===== src/rtl/imem_arbiter.sv =====
// rtl/imem_arbiter.sv - two-port instruction-memory arbiter with debug starvation guard (optional IMEM_ARB_ALIGN_CHK_EN)
module imem_arbiter #(
  parameter int unsigned STARVE_LIMIT = 4
) (
  input  logic        clk,
  input  logic        reset_n,
  input  logic        f_req,
  input  logic [31:0] f_addr,
  output logic        f_gnt,
  output logic        f_rvalid,
  output logic [31:0] f_rdata,
  input  logic        d_req,
  input  logic [31:0] d_addr,
  output logic        d_gnt,
  output logic        d_rvalid,
  output logic [31:0] d_rdata,
  output logic [31:0] imem_a,
  input  logic [31:0] imem_rd,
  output logic        align_err
);

  typedef enum logic {
    FETCH_PRI = 1'b0,
    DBG_FORCE = 1'b1
  } state_t;

  localparam logic [3:0] LP_LIMIT = 4'(STARVE_LIMIT);

  state_t      r_state;
  state_t      w_state_nxt;
  logic [3:0]  r_starve_cnt;
  logic [3:0]  w_starve_nxt;
  logic        r_f_rvalid;
  logic        r_d_rvalid;
  logic [31:0] r_f_rdata;
  logic [31:0] r_d_rdata;
  logic        w_f_gnt;
  logic        w_d_gnt;
  logic [31:0] w_gnt_addr;

  // Grant selection, starvation counter and next state; grants are masked while in reset
  always_comb begin
    w_f_gnt      = 1'b0;
    w_d_gnt      = 1'b0;
    w_starve_nxt = r_starve_cnt;
    w_state_nxt  = r_state;
    if (reset_n) begin
      case (r_state)
        FETCH_PRI: begin
          if (f_req)      w_f_gnt = 1'b1;
          else if (d_req) w_d_gnt = 1'b1;
        end
        DBG_FORCE: begin
          if (d_req)      w_d_gnt = 1'b1;
          else if (f_req) w_f_gnt = 1'b1;
        end
        default: ;
      endcase
    end
    if (!d_req || w_d_gnt)          w_starve_nxt = 4'd0;
    else if (r_starve_cnt != 4'hF)  w_starve_nxt = r_starve_cnt + 4'd1;
    case (r_state)
      FETCH_PRI: if (w_starve_nxt >= LP_LIMIT) w_state_nxt = DBG_FORCE;
      DBG_FORCE: if (w_d_gnt || !d_req)        w_state_nxt = FETCH_PRI;
      default:   w_state_nxt = FETCH_PRI;
    endcase
  end

  assign f_gnt      = w_f_gnt;
  assign d_gnt      = w_d_gnt;
  // With no grant the fetch address is presented so the memory sees a stable address
  assign w_gnt_addr = w_d_gnt ? d_addr : f_addr;

`ifdef IMEM_ARB_ALIGN_CHK_EN
  logic r_align_err;
  assign imem_a = {w_gnt_addr[31:2], 2'b00};

  // Misalignment flag travels with the response pulse and is clear otherwise
  always_ff @(posedge clk or negedge reset_n) begin
    if (!reset_n) r_align_err <= 1'b0;
    else          r_align_err <= (w_f_gnt || w_d_gnt) && (w_gnt_addr[1:0] != 2'b00);
  end
  assign align_err = r_align_err;
`else
  assign imem_a    = w_gnt_addr;
  assign align_err = 1'b0;
`endif

  // FSM state and starvation counter
  always_ff @(posedge clk or negedge reset_n) begin
    if (!reset_n) begin
      r_state      <= FETCH_PRI;
      r_starve_cnt <= 4'd0;
    end else begin
      r_state      <= w_state_nxt;
      r_starve_cnt <= w_starve_nxt;
    end
  end

  // One-cycle read response; data holds between pulses, reset drops any pending response
  always_ff @(posedge clk or negedge reset_n) begin
    if (!reset_n) begin
      r_f_rvalid <= 1'b0;
      r_d_rvalid <= 1'b0;
      r_f_rdata  <= 32'd0;
      r_d_rdata  <= 32'd0;
    end else begin
      r_f_rvalid <= w_f_gnt;
      r_d_rvalid <= w_d_gnt;
      if (w_f_gnt) r_f_rdata <= imem_rd;
      if (w_d_gnt) r_d_rdata <= imem_rd;
    end
  end

  assign f_rvalid = r_f_rvalid;
  assign d_rvalid = r_d_rvalid;
  assign f_rdata  = r_f_rdata;
  assign d_rdata  = r_d_rdata;

endmodule


===== config.mk =====
export PLATFORM = sky130hd
export DESIGN_NAME = imem_arbiter
export DESIGN_NICKNAME = d
export VERILOG_FILES = /design/src/rtl/imem_arbiter.sv
export SDC_FILE = /design/constraint.sdc
export NUM_CORES = 1
export LEC_CHECK = 0
export ABC_CLOCK_PERIOD_IN_PS = 3900
export BUFFER_PORTS_ARGS = -buffer_cell sky130_fd_sc_hd__buf_2
export CAP_MARGIN = 20
export CORE_MARGIN = 1
export CORE_UTILIZATION = 40
export CTS_CLUSTER_DIAMETER = 150
export DETAILED_ROUTE_END_ITERATION = 12
export GPL_ROUTABILITY_DRIVEN = 1
export PLACE_DENSITY = 0.75
export SYNTH_ARGS = -nofsm -noshare
export SYNTH_HDL_FRONTEND = slang
export SYNTH_SLANG_ARGS = --single-unit

===== constraint.sdc =====
create_clock -name clk -period 3.9 [get_ports clk]
set_input_delay 0 -clock clk [delete_from_list [all_inputs] [get_ports clk]]
set_output_delay 0 -clock clk [all_outputs]
set_load 0.01 [all_outputs]

==> results of run 1 <==
==> metrics by stage <==
stage / instance area, um^2 / total power [W]
floorplan: 3286 / 0.001222
global placement: 4344 / 0.001469
detailed placement: 4344 / 0.001484
CTS: 4838 / 0.002017
global route: 4838 / 0.002099
finish: 4838 / 0.001995
==> registers in the layout, indices dropped and copies added (netlist names) <==
register / count
r_state: 1
f_rdata: 32
r_starve_cnt: 4
f_rvalid: 1
d_rvalid: 1
d_rdata: 32
==> final timing paths <==
kind                                         from                        end  slack (ns)  cells after the start
hold / removal                              d_req  r_starve_cnt[0]$_DFF_PN0_        0.12                      3
hold reg to reg            f_rdata[2]$_DFFE_PN0P_     f_rdata[2]$_DFFE_PN0P_        0.50                      1
setup / recovery                r_state$_DFF_PN0_                 imem_a[31]        1.32                      5
setup reg to reg                r_state$_DFF_PN0_     f_rdata[0]$_DFFE_PN0P_        1.95                      4
max in group asynchronous                 reset_n    f_rdata[12]$_DFFE_PN0P_        2.85                      3
min in group asynchronous                 reset_n     d_rdata[6]$_DFFE_PN0N_        0.51                      3
==> power breakdown <==
part | switching [W] | internal, W
Sequential | 0.0000654 | 0.000862
Clock | 0.000241 | 0.000258
Combinational | 0.000250 | 0.000318
Total | 0.000556 | 0.00144
==> final cells by class <==
| type | count | area (um^2) | area share |
|---|---|---|---|
| clock inverters | 1 | 5.005 | 0.001034 |
| repair buffers | 235 | 1349 | 0.2788 |
| well taps | 102 | 127.6 | 0.02638 |
| inverters | 2 | 7.507 | 0.001552 |
| clock buffers | 13 | 158.9 | 0.03284 |
| multi-input cells | 119 | 1414 | 0.2922 |
| flip-flops and latches | 71 | 1777 | 0.3672 |
==> critical path, stage by stage, from the launching register on <==
cell and delay [ns]:
dfrtp_1 0.36, nand2b_1 0.18, nand3_4 0.67, buf_4 0.54, mux2_4 0.34, buf_2 0.14
==> kinds of logic (layout without fill, tap and decap cells) <==
family | Yosys count | after routing | share of synthesized area
other cells | 1 | 1 | 0.001141
buf+inv | 13 | 251 | 0.03123
mux | 97 | 97 | 0.3880
flops | 71 | 71 | 0.5407
xor+xnor | 1 | 1 | 0.002666
fa+ha+maj | 1 | 1 | 0.003807
simple gates | 14 | 14 | 0.02133
compound gates | 5 | 5 | 0.01104
==> timing repair <==
action | CTS | global route
endpoints found under the hold margin | 128 | 0
resized for setup | 0 | 0
hold buffers | 33 | 0
==> layer usage <==
metal	vias to the layer above	global-route usage	routed length [um]
li1	1181	-	-
met1	1228	0.2026	3046
met2	119	0.4086	5050
met3	25	0.06979	662
met4	0	0.1141	330
met5	-	0	0
==> placed cells by master, fill, tap and decap left out, drive strengths merged, types with 2 or more instances in the layout <==
cell type      n
buf          202
mux2          96
dfrtp         71
dlygate4sd3   33
clkbuf        13
nor2           5
nand3          3
inv            2
nand2          2
a21oi          2
==> flow_summary_export.csv, run 1 <==
group,metric,value,unit
routing,drc,0,
routing,vias,2553,
die,die_w,92.63,um
clock_network,clockRootBuffer,"clkbuf_8",
layout,nFillCells,642,
sta,fin_ws,1.322,ns
yosys,synth_edf_count,0,
clock_network,postCtsSetupBuffers,0,
placement,routabilityCongestion,0.8340,
routing,ant_nets,0,
critical_path,cp_max_fo,48,
placement,post-place-ws,1.641,ns
die,core_area,7848,um^2
yosys,synth_cells,203,
sta,slew-limit-headroom,0.4077,
sta,clock-skew-final,0.004508,ns
global_routing,antenna_found_initial,0,
yosys,synth_area,3286,um^2
yosys,synth_area_leader_cell,"dfrtp_1",
min_path,hp-class,"primary input to flip-flop",
sta,hold_viol_final,0,
layout,drive_gt1_frac,0.7075,
yosys,syn_area_per_cell,16.19,um^2
die,floorplan.initialDensity,0.4187,
sta,slew_violations,0,
global_routing,grt_pass1_vias,2769,
yosys,netlist.area_leader.share,0.5407,
placement,port_buffers,199,
global_routing,track_usage,0.2152,
yosys,ys_seq_area_frac,0.5407,
layout,antenna_cells,0,
sta,min_period,2.578,ns
power_and_ir_drop,powerDensity,412.3,nW/um^2
layout,area_growth,47.26,%
yosys,synth_cell_types,23,
sta,finalSetupViolCount,0,
critical_path,crit_type,"flip-flop to output pin",
yosys,synthFlopType,"dfrtp_1",
yosys,ys_ff_latch,71,
critical_path,worstPathRequired,3.90,ns
run_status,status,"finished clean",
sta,rsz0062_at_grt,"no",
yosys,yosysMostFrequentCell,"dfrtp_1",
clock_network,numCtsBuffers,9,
yosys,yosys-top-cells-area,"dfrtp_1 54%, mux2_4 22%, mux2_2 16%, buf_6 2.1%, buf_2 0.61%",
placement,dp_cells,496,
global_routing,globalRoute.totalOverflow,0,
critical_path,cp-start-kind,"flip-flop",
layout,final_core_util,0.6166,
power_and_ir_drop,peakVddDrop,215.0,uV
yosys,ys_warn_count,0,
critical_path,cp-end-kind,"output pin",
flow_run,cap_violations,0,
power_and_ir_drop,p_leak,2.607,nW
clock_network,htreeDepth,3,
clock_network,clkSinkCount,71,
die,die_area,8580,um^2
routing,wl,9091,um
sta,period_share,0.6610,
routing,drt-vias-per-instance,4.702,
yosys,async_flop_share,1.000,
routing,dr.pass1.iters,4,
sta,fmaxAchievable,387.9,MHz
global_routing,grt_start_max_net_pins,73,
clock_network,cts_tree,"yes",
yosys,syn_nets,304,
placement,dp_hpwl,6577,um
critical_path,critPathArrivalTime,2.58,ns
routing,avgRoutedWirePerCell,16.74,um
layout,layout.nets,539,
sta,holdWs,0.1198,ns
die,ioPinCount,201,
clock_network,clkTransAtPathRegs,0.06,ns
global_routing,grt_pass1_wl,13770,um
clock_network,clkLatencyLatePin,0.33,ns
routing,drt_iter0_markers,28,
die,rows,32,
clock_network,clockBufferDepth,2,
sta,tns,0,ns
layout,fin_cells,543,
die,die_y,92.63,um
yosys,synth_common_cells,"71 x dfrtp_1, 49 x mux2_4, 47 x mux2_2",
sta,max_slew.worst_pin.slew,0.8884,ns
No activity file was read; power rests on OpenSTA's default activity.
==> run 2, diff against run 1 <==
ABC_AREA = 1   (was unset)
ABC_CLOCK_PERIOD_IN_PS = 2400   (was 3900)
PLACE_DENSITY = 0.76   (was 0.75)
clock period = 2.4 ns   (was 3.9 ns; I/O delays follow)
==> flow_summary_export.csv, run 2 <==
group,metric,value,unit
routing,wl_met1,3699,um
clock_network,cts-resized-gates,0,
layout,final_core_util,0.6139,
yosys,ys_seq_area_frac,0.5599,
routing,dr_wl_met3,778,um
yosys,yosysMostFrequentCell,"nand2_1",
placement,routabilityCongestion,0.8146,
sta,fmaxAchievable,576.8,MHz
layout,multiInputGateArea,1075,um^2
yosys,synth_cell_types,21,
sta,slew-limit-headroom,0.4238,
sta,max_slew.worst_pin.slew,0.8643,ns
yosys,synth_area,3173,um^2
clock_network,clockBufferDepth,2,
routing,drt_iter0_markers,188,
yosys,syn_nets,481,
critical_path,crit_type,"flip-flop to output pin",
die,ioPinCount,201,
sta,period_share,0.7223,
sta,finalSetupViolCount,0,
layout,nFillCells,696,
routing,top_layer,"met4",
die,floorplan.initialDensity,0.4128,
clock_network,clkTransAtPathRegs,0.07,ns
routing,dr.pass1.iters,4,
yosys,synth_common_cells,"169 x nand2_1, 71 x dfrtp_1, 46 x o21ai_0",
global_routing,grt_start_max_net_pins,72,
yosys,async_flop_share,1.000,
routing,dr_wl_met2,4473,um
power_and_ir_drop,p_leak,2.782,nW
routing,wl,9203,um
clock_network,clockRootBuffer,"clkbuf_8",
die,die_y,91.07,um
min_path,hp-class,"primary input to flip-flop",
layout,drive_gt1_frac,0.3715,
layout,antenna_cells,0,
critical_path,cp-start-kind,"flip-flop",
yosys,synth_cells,380,
global_routing,track_usage,0.2263,
die,die_w,91.07,um
sta,slew_violations,0,
critical_path,r2r_slack,0.92,ns
yosys,yosys-top-cells-area,"dfrtp_1 56%, nand2_1 20%, o21ai_0 7.3%, inv_1 4.4%, buf_6 3.9%",
routing,ant_nets,0,
sta,rsz0062_at_grt,"no",
yosys,syn_area_per_cell,8.350,um^2
sta,tns,0,ns
clock_network,numCtsBuffers,9,
layout,final_common_cell,"buf_2",
yosys,ys_ff_latch,71,
routing,avgRoutedWirePerCell,12.91,um
die,core_area,7687,um^2
layout,area_growth,48.74,%
yosys,synth_area_leader_cell,"dfrtp_1",
global_routing,grt_pass1_wl,14790,um
yosys,ys_warn_count,0,
sta,clock-skew-final,0.008322,ns
layout,regArea,1777,um^2
global_routing,grt_pass1_vias,3142,
routing,drc,0,
die,rows,32,
placement,dp_hpwl,6288,um
power_and_ir_drop,peakVddDrop,495.9,uV
clock_network,htreeDepth,3,
global_routing,globalRoute.totalOverflow,0,
routing,drt-vias-per-instance,4.568,
layout,layout.nets,707,
clock_network,clkSinkCount,71,
placement,port_buffers,199,
yosys,synth_edf_count,0,
routing,vias,3257,
critical_path,worstPathRequired,2.40,ns
clock_network,clkLatencyLatePin,0.34,ns
clock_network,cts_tree,"yes",
sta,min_period,1.734,ns
sta,holdWs,0.02514,ns
critical_path,cp_max_fo,52,
sta,hold_viol_final,0,
die,die_area,8293,um^2
critical_path,critPathArrivalTime,1.73,ns
power_and_ir_drop,powerDensity,710.1,nW/um^2
layout,final_cell_mix,"198 x buf_2, 169 x nand2_1, 71 x dfrtp_1",
flow_run,cap_violations,0,
global_routing,antenna_found_initial,0,
critical_path,cp-end-kind,"output pin",
yosys,netlist.area_leader.share,0.5599,
run_status,status,"finished clean",
yosys,synthFlopType,"dfrtp_1",
-- run 2: through the flow --
| stage | cells | instance area, um^2 | total power (W) | setup WS, ns |
|---|---|---|---|---|
| after detailed placement | 664 | 4167 | 0.002268 | 0.9285 |
| final | 713 | 4720 | 0.003351 | 0.6664 |
| after global placement | 664 | 4167 | 0.002246 | 0.9833 |
| after global routing | 713 | 4720 | 0.003530 | 0.4443 |
| after floorplan | 380 | 3173 | 0.001877 | 1.257 |
| after CTS | 713 | 4720 | 0.003372 | 0.6414 |
-- run 2: repair_timing --
action	CTS	global route
setup buffers	0	0
hold endpoints to repair	135	0
hold buffers	33	0
-- run 2: final cells by class --
| class | instances | area share |
|---|---|---|
| multi-input cells | 249 | 0.2277 |
| clock buffers | 11 | 0.02996 |
| inverters | 39 | 0.03102 |
| well taps | 102 | 0.02704 |
| flip-flops and latches | 71 | 0.3765 |
| clock inverters | 5 | 0.01723 |
| repair buffers | 236 | 0.2906 |
-- run 2: cells by family after synthesis --
| logic type | share of synthesized area |
|---|---|
| adders and majority gates | 0.003943 |
| and+or+nand+nor | 0.2200 |
| buffers and inverters | 0.1029 |
| xor gates and xnor gates | 0.002761 |
| AOI/OAI and AO/OA | 0.1092 |
| DFF | 0.5599 |
| other | 0.001182 |
-- run 2: metal layers --
layer / vias to the layer above / global-route usage
li1: 1613 / -
met1: 1476 / 0.2601
met2: 149 / 0.3902
met3: 19 / 0.05695
met4: 0 / 0.1151
met5: - / 0
-- run 2: path summary, 6_finish.rpt --
kind / startpoint / to / cells past startpoint
setup reg to reg: r_state$_DFF_PN0_ / f_rdata[17]$_DFFE_PN0P_ / 5
min in group asynchronous: reset_n / f_rdata[3]$_DFFE_PN0P_ / 3
hold reg to reg: d_rdata[31]$_DFFE_PN0N_ / d_rdata[31]$_DFFE_PN0N_ / 2
setup / recovery: r_state$_DFF_PN0_ / imem_a[20] / 7
hold / removal: d_req / r_starve_cnt[2]$_DFF_PN0_ / 3
max in group asynchronous: reset_n / d_rdata[27]$_DFFE_PN0N_ / 3
-- run 2: report_power, final --
group | switching, W | internal [W]
clock | 0.000444 | 0.000614
sequential | 0.000104 | 0.00138
combinational | 0.000449 | 0.000358
total | 0.000997 | 0.00235
-- run 2: worst max-delay path: stages, from the launching register on --
cell and delay, ns:
dfrtp_1 0.39, inv_2 0.06, nand2_2 0.06, nand3_4 0.07, buf_4 0.43, nand2_1 0.10, nand2_1 0.12, buf_2 0.14
